### config.mk
export PLATFORM = sky130hd
export DESIGN_NAME = spi_responder_flat
export DESIGN_NICKNAME = d
export VERILOG_FILES = /design/src/rtl/spi_responder_if.sv /design/src/rtl/spi_responder.sv /design/src/flat_wrapper.sv
export SDC_FILE = /design/constraint.sdc
export NUM_CORES = 1
export LEC_CHECK = 0
export CAP_MARGIN = 20
export CORE_MARGIN = 4
export CORE_UTILIZATION = 55
export DETAILED_ROUTE_END_ITERATION = 10
export GPL_TIMING_DRIVEN = 1
export PLACE_DENSITY = 0.77
export SLEW_MARGIN = 20
export SYNTH_ARGS = -nofsm -noshare
export SYNTH_HDL_FRONTEND = slang
export SYNTH_SLANG_ARGS = --single-unit
### constraint.sdc
create_clock -name Clk -period 5.3 [get_ports Clk]
set_input_delay 1.325 -clock Clk [delete_from_list [all_inputs] [get_ports Clk]]
set_output_delay 1.325 -clock Clk [all_outputs]
set_load 0.1 [all_outputs]
### src/rtl/spi_responder_if.sv
// Pin and fabric-side signal bundle for spi_responder.
// The initiator/fabric side uses the master modport and the responder uses the slave modport.
interface spi_responder_if #(
  parameter int ADDR_W = 4
);
  logic              SCLK;
  logic              CS_N;
  logic              MOSI;
  logic              MISO;
  logic              MISO_OE;
  logic              busy;
  logic              wr_pulse;
  logic [ADDR_W-1:0] wr_addr;
  logic [7:0]        wr_data;
  logic              host_we;
  logic [ADDR_W-1:0] host_addr;
  logic [7:0]        host_wdata;
  logic [7:0]        host_rdata;

  modport slave (
    input  SCLK, CS_N, MOSI, host_we, host_addr, host_wdata,
    output MISO, MISO_OE, busy, wr_pulse, wr_addr, wr_data, host_rdata
  );

  modport master (
    output SCLK, CS_N, MOSI, host_we, host_addr, host_wdata,
    input  MISO, MISO_OE, busy, wr_pulse, wr_addr, wr_data, host_rdata
  );
endinterface

### src/rtl/spi_responder.sv
// SPI mode-0 responder with a small byte register file shared with the fabric.
// All SPI pins are oversampled in the Clk domain; nothing runs on SCLK.
module spi_responder #(
  parameter int          NUM_REGS = 16,
  parameter int          ADDR_W   = 4,
  parameter logic [7:0]  ID_BYTE  = 8'h5A
) (
  input  logic           Clk,
  input  logic           Reset_n,
  spi_responder_if.slave bus
);

  typedef enum logic [1:0] {
    ST_IDLE,
    ST_CMD,
    ST_DATA
  } state_t;

  state_t            r_state;
  logic              r_sclkMeta, r_sclkSync, r_sclkPrev;
  logic              r_csMeta, r_csSync, r_csPrev;
  logic              r_mosiMeta, r_mosiSync, r_mosiPrev;
  logic [2:0]        r_bitCnt;
  logic [6:0]        r_rxShift;
  logic [7:0]        r_txShift;
  logic              r_rw;
  logic              r_oor;
  logic [ADDR_W-1:0] r_addr;
  logic              r_miso;
  logic              r_misoOe;
  logic              r_wrPulse;
  logic [ADDR_W-1:0] r_wrAddr;
  logic [7:0]        r_wrData;
  logic [7:0]        r_regs [NUM_REGS];

  logic              w_sclkRise, w_sclkFall, w_csRise, w_csFall;
  logic [7:0]        w_rxByte;
  logic              w_byteDone;
  logic [ADDR_W-1:0] w_cmdAddr;
  logic              w_cmdOor;
  logic [ADDR_W-1:0] w_addrNext;
  logic [7:0]        w_cmdLoad;
  logic [7:0]        w_dataLoad;
  logic              w_spiWe;

  // Idle levels are preset so that releasing reset never looks like an edge.
  always_ff @(posedge Clk or negedge Reset_n) begin
    if (!Reset_n) begin
      r_sclkMeta <= 1'b0;
      r_sclkSync <= 1'b0;
      r_sclkPrev <= 1'b0;
      r_csMeta   <= 1'b1;
      r_csSync   <= 1'b1;
      r_csPrev   <= 1'b1;
      r_mosiMeta <= 1'b0;
      r_mosiSync <= 1'b0;
      r_mosiPrev <= 1'b0;
    end else begin
      r_sclkMeta <= bus.SCLK;
      r_sclkSync <= r_sclkMeta;
      r_sclkPrev <= r_sclkSync;
      r_csMeta   <= bus.CS_N;
      r_csSync   <= r_csMeta;
      r_csPrev   <= r_csSync;
      r_mosiMeta <= bus.MOSI;
      r_mosiSync <= r_mosiMeta;
      r_mosiPrev <= r_mosiSync;
    end
  end

  assign w_sclkRise = r_sclkSync & ~r_sclkPrev;
  assign w_sclkFall = ~r_sclkSync & r_sclkPrev;
  assign w_csRise   = r_csSync & ~r_csPrev;
  assign w_csFall   = ~r_csSync & r_csPrev;

  assign w_rxByte   = {r_rxShift, r_mosiSync};
  assign w_byteDone = w_sclkRise && (r_bitCnt == 3'd7);
  assign w_cmdAddr  = w_rxByte[ADDR_W-1:0];
  assign w_cmdOor   = |w_rxByte[6:ADDR_W];
  assign w_addrNext = r_addr + {{(ADDR_W-1){1'b0}}, 1'b1};
  assign w_cmdLoad  = (w_rxByte[7] && !w_cmdOor) ? r_regs[w_cmdAddr] : 8'h00;
  assign w_dataLoad = r_oor ? 8'h00 : r_regs[w_addrNext];

  // A chip-select rise in the same cycle aborts the byte, so it suppresses the write.
  assign w_spiWe = (r_state == ST_DATA) && !w_csRise && w_byteDone && !r_rw && !r_oor;

  // Host write first, SPI write second: on an address collision the SPI byte wins.
  always_ff @(posedge Clk or negedge Reset_n) begin
    if (!Reset_n) begin
      for (int i = 0; i < NUM_REGS; i++) begin
        r_regs[i] <= 8'h00;
      end
    end else begin
      if (bus.host_we) begin
        r_regs[bus.host_addr] <= bus.host_wdata;
      end
      if (w_spiWe) begin
        r_regs[r_addr] <= w_rxByte;
      end
    end
  end

  always_ff @(posedge Clk or negedge Reset_n) begin
    if (!Reset_n) begin
      r_state   <= ST_IDLE;
      r_bitCnt  <= 3'd0;
      r_rxShift <= 7'd0;
      r_txShift <= 8'h00;
      r_rw      <= 1'b0;
      r_oor     <= 1'b0;
      r_addr    <= '0;
      r_miso    <= 1'b0;
      r_misoOe  <= 1'b0;
      r_wrPulse <= 1'b0;
      r_wrAddr  <= '0;
      r_wrData  <= 8'h00;
    end else begin
      r_wrPulse <= 1'b0;
      if (w_spiWe) begin
        r_wrPulse <= 1'b1;
        r_wrAddr  <= r_addr;
        r_wrData  <= w_rxByte;
      end

      case (r_state)
        ST_IDLE: begin
          r_misoOe <= 1'b0;
          if (w_csFall) begin
            r_bitCnt  <= 3'd0;
            r_txShift <= ID_BYTE;
            r_miso    <= ID_BYTE[7];
            r_misoOe  <= 1'b1;
            r_state   <= ST_CMD;
          end
        end

        ST_CMD, ST_DATA: begin
          if (w_csRise) begin
            r_state  <= ST_IDLE;
            r_misoOe <= 1'b0;
            r_miso   <= 1'b0;
          end else begin
            if (w_sclkRise) begin
              r_rxShift <= w_rxByte[6:0];
              r_bitCnt  <= r_bitCnt + 3'd1;
            end
            // The fall after a byte's last rise must keep the freshly loaded MSB on MISO.
            if (w_sclkFall && (r_bitCnt != 3'd0)) begin
              r_txShift <= {r_txShift[6:0], 1'b0};
              r_miso    <= r_txShift[6];
            end
            if (w_byteDone) begin
              if (r_state == ST_CMD) begin
                r_rw      <= w_rxByte[7];
                r_addr    <= w_cmdAddr;
                r_oor     <= w_cmdOor;
                r_txShift <= w_cmdLoad;
                r_miso    <= w_cmdLoad[7];
                r_state   <= ST_DATA;
              end else begin
                r_addr <= w_addrNext;
                if (r_rw) begin
                  r_txShift <= w_dataLoad;
                  r_miso    <= w_dataLoad[7];
                end else begin
                  r_txShift <= 8'h00;
                  r_miso    <= 1'b0;
                end
              end
            end
          end
        end

        default: begin
          r_state <= ST_IDLE;
        end
      endcase
    end
  end

  assign bus.MISO       = r_miso;
  assign bus.MISO_OE    = r_misoOe;
  assign bus.busy       = (r_state != ST_IDLE);
  assign bus.wr_pulse   = r_wrPulse;
  assign bus.wr_addr    = r_wrAddr;
  assign bus.wr_data    = r_wrData;
  assign bus.host_rdata = r_regs[bus.host_addr];

endmodule

### src/flat_wrapper.sv
// flat-port wrapper written by rule: the top's interface ports become plain ports
module spi_responder_flat 
#(
  parameter int          NUM_REGS = 16,
  parameter int          ADDR_W   = 4,
  parameter logic [7:0]  ID_BYTE  = 8'h5A
)
  (Clk, Reset_n, bus_SCLK, bus_CS_N, bus_MOSI, bus_host_we, bus_host_addr, bus_host_wdata, bus_MISO, bus_MISO_OE, bus_busy, bus_wr_pulse, bus_wr_addr, bus_wr_data, bus_host_rdata);
  spi_responder_if #(.ADDR_W(ADDR_W)) bus_i ();
  input  logic Clk;
  input  logic Reset_n;
  input wire logic [$bits(bus_i.SCLK)-1:0] bus_SCLK;
  input wire logic [$bits(bus_i.CS_N)-1:0] bus_CS_N;
  input wire logic [$bits(bus_i.MOSI)-1:0] bus_MOSI;
  input wire logic [$bits(bus_i.host_we)-1:0] bus_host_we;
  input wire logic [$bits(bus_i.host_addr)-1:0] bus_host_addr;
  input wire logic [$bits(bus_i.host_wdata)-1:0] bus_host_wdata;
  output wire logic [$bits(bus_i.MISO)-1:0] bus_MISO;
  output wire logic [$bits(bus_i.MISO_OE)-1:0] bus_MISO_OE;
  output wire logic [$bits(bus_i.busy)-1:0] bus_busy;
  output wire logic [$bits(bus_i.wr_pulse)-1:0] bus_wr_pulse;
  output wire logic [$bits(bus_i.wr_addr)-1:0] bus_wr_addr;
  output wire logic [$bits(bus_i.wr_data)-1:0] bus_wr_data;
  output wire logic [$bits(bus_i.host_rdata)-1:0] bus_host_rdata;
  assign bus_i.SCLK = bus_SCLK;
  assign bus_i.CS_N = bus_CS_N;
  assign bus_i.MOSI = bus_MOSI;
  assign bus_i.host_we = bus_host_we;
  assign bus_i.host_addr = bus_host_addr;
  assign bus_i.host_wdata = bus_host_wdata;
  assign bus_MISO = bus_i.MISO;
  assign bus_MISO_OE = bus_i.MISO_OE;
  assign bus_busy = bus_i.busy;
  assign bus_wr_pulse = bus_i.wr_pulse;
  assign bus_wr_addr = bus_i.wr_addr;
  assign bus_wr_data = bus_i.wr_data;
  assign bus_host_rdata = bus_i.host_rdata;
  spi_responder #(.NUM_REGS(NUM_REGS), .ADDR_W(ADDR_W), .ID_BYTE(ID_BYTE)) u_core (.Clk(Clk), .Reset_n(Reset_n), .bus(bus_i));
endmodule
==> run summary <==
Run status: finished, final reports clean
Chip width: 153 um
Syn nets: 1052
Worst slew margin: 26.0%
Pwr Density: 402 nW/um^2
Final Hold Viols: 0
Max_cap viols: 0
First-pass GRT wire length: 53100 um
WL per Instance: 26.7 um
Hold WC Path Type: flop to flop
Number of synthesized flops with an enable pin: 0
Vias in the first global route: 8715
Core Box Area: 20500 um^2
DR vias: 9030
Routed wire length: 34600 um
Fillers: 1597
Register area share after synthesis: 38.0%
Most frequent cell after synthesis: dfrtp_1
Required @ worst endpoint: 3.97 ns
CTS tree: yes
CP Class: primary input to output port
Initial DRT Pass Iterations: 6
GRT Total Usage: 29.6%
CP Data Arrival Time: 3.33 ns
Main synth FF type: dfrtp_1
Share of cells above drive strength 1: 22.1%
RD Place Congestion: 0.967
DRC: 0
Row count: 52
Hpwl dp: 22600 um
Mapped Avg Cell Area: 11.3 um^2
DR vias/cell: 6.97
Synth area leader: dfrtp_1
Clock Pin Slew Worst Setup and Hold Paths: 0.06 ns
Final nets: 1043
# setup viols final: 0
Fin crit period: 4.65 ns
CTS Root Cell: clkbuf_16
Largest net degree at the start of global routing: 100
Setup_tns: 0 ns
Critical Path Start Type: primary input
Async SR Flop Fraction: 100%
Yosys warns: 0
Post-Syn Area: 11600 um^2
Worst-path fanout max: 33
Max H-tree Level: 4
Slew Limit Fails: 0
CTS Buf Count: 17
Area grow syn2layout: 9.12%
Synth top area share: 37.3%
Ant diodes: 0
CTS Hold Buffers Added: 0
Synthesized flop and latch total: 176
Initial DRC count: 1456
IO Count: 42
Area post-placement: 12100 um^2
Synth cell count leaders: dfrtp_1 (173), nand2_1 (155), mux2i_1 (147)
Clk Latency, worst-skew pair: 0.44 ns
Number of standard cells after synthesis: 1022
Main area contributors after synthesis: dfrtp_1 (37%), mux4_2 (19%), mux2i_1 (13%), o21ai_0 (5.7%), nand2_1 (5.0%)
Initial antenna violation count: 0
Final Cycle Share: 87.8%
Clock sinks: 176
Final ANT Viol Nets: 0
Die area: 23500 um^2
Clock skew: 0.00969 ns
P_leak: 4.85 nW
Type of element capturing the critical path: output port
Worst vdd ir: 0.000269 V
IO Port Bufs: 41
Hold Slack: 0.353 ns
Height of the die: 153 um
Maximum clock path buffer count: 2
Library cells used by synthesis: 55
PostCTS Resize Cnt: 0
Post-CTS Setup Repair Bufs: 0
Worst-margin pin slew: 1.10 ns
RSZ-0062 raised after global routing: false
Initial Utilization: 56.6%
Max Fclk: 215 MHz
Post-route design area: 12700 um^2
GR Overflow Total: 0
layout make-up:
class	count	area, um^2	area share (%)
well taps	270	338	2.67
flip-flops and latches	176	4410	34.9
inverters	18	67.6	0.534
clock inverters	11	108	0.850
repair buffers	62	577	4.56
clock buffers	21	470	3.72
multi-input cells	738	6680	52.8
report_power, final:
group	switching, mW	leakage (nW)	internal (mW)	total, mW
combinational	0.972	2.56	0.783	1.76
clock	0.561	0.268	0.687	1.25
sequential	0.446	2.03	1.63	2.08
stage by stage:
stage / std cells / power, mW / utilization [%] / setup slack [ns]
2_1_floorplan: 1022 / 3.23 / - / 0.980
3_3_place_gp: 1264 / 3.73 / 58.9 / 0.699
3_5_place_dp: 1264 / 3.78 / 58.9 / 0.669
4_1_cts: 1296 / 5.03 / 61.7 / 0.658
5_1_grt: 1296 / 5.27 / 61.7 / 0.583
6_report: 1296 / 5.08 / 61.7 / 0.646
routing by layer:
metal,vias up,global-route usage (%),routed length (um)
met5,-,0,0
met4,0,16.5,2420
met3,191,7.86,3820
met2,685,44.9,15800
met1,4371,39.0,12500
li1,3783,-,-
path summary, 6_finish.rpt:
check                                              from                         endpoint  slack [ns]  cells past startpoint
max                                    bus_host_addr[1]                bus_host_rdata[4]        0.65                      5
min                         u_core.r_sclkMeta$_DFF_PN0_      u_core.r_sclkSync$_DFF_PN0_        0.35                      0
max reg2reg                u_core.r_addr[0]$_DFFE_PN0P_  u_core.r_txShift[2]$_DFFE_PN0P_        1.64                      8
min reg2reg                 u_core.r_sclkMeta$_DFF_PN0_      u_core.r_sclkSync$_DFF_PN0_        0.35                      0
max in group asynchronous                       Reset_n      u_core.r_regs[61]$_DFF_PN0_        3.48                      2
min in group asynchronous                       Reset_n      u_core.r_regs[16]$_DFF_PN0_        0.93                      1
sequential cells by signal (all words and copies together), names as in the netlist:
signal,cells
u_core.r_sclkMeta,1
u_core.r_mosiMeta,1
u_core.r_csMeta,1
u_core.r_csSync,1
u_core.r_csPrev,1
u_core.r_addr,4
u_core.bus.MISO_OE,1
u_core.r_txShift,7
u_core.r_rw,1
u_core.r_sclkSync,1
u_core.r_mosiSync,1
u_core.bus.wr_addr,4
u_core.bus.wr_data,8
u_core.bus.wr_pulse,1
u_core.r_regs,128
u_core.r_sclkPrev,1
u_core.r_rxShift,7
u_core.r_bitCnt,3
u_core.r_state,2
u_core.bus.MISO,1
u_core.r_oor,1
layout by cell type, fill, tap and decap left out, types with 3 or more instances in the layout:
cell,netlist,routed
a22o_1,6,6
buf_4,10,26
dfstp_2,3,3
nand3_1,9,9
clkbuf_8,0,3
nor3_1,9,9
a221oi_1,3,3
a22oi_1,4,4
nor3_2,4,3
nor2_2,7,7
o21ai_0,131,131
inv_1,17,17
nor2b_1,8,8
mux2_2,32,32
mux2i_1,147,147
and3_1,5,5
nand2_1,155,155
clkinv_4,0,3
a21oi_1,17,17
mux4_2,96,96
o21ai_1,18,18
clkdlybuf4s50_1,0,30
nand2b_1,8,8
clkbuf_16,0,17
buf_12,0,3
nand3b_1,6,6
dfrtp_1,173,171
or3_1,4,4
nor2_1,11,11
a211oi_1,4,4
mux4_1,6,6
nor3_4,8,9
ha_1,12,11
clkinvlp_4,0,5
worst max-delay path, cell delays in order:
cell    delay [ns]
buf_2         0.56
buf_4         0.33
mux4_2        0.34
mux4_2        0.50
buf_4         0.26
cell families after synthesis:
kind of cell | share of synthesized area, %
buffers and inverters | 4.51
AOI/OAI and AO/OA | 9.12
adders and majority gates | 1.29
DFF | 38.0
and+or+nand+nor | 11.0
xor gates and xnor gates | 0.216
muxes | 35.8
No activity file was read; power rests on OpenSTA's default activity.
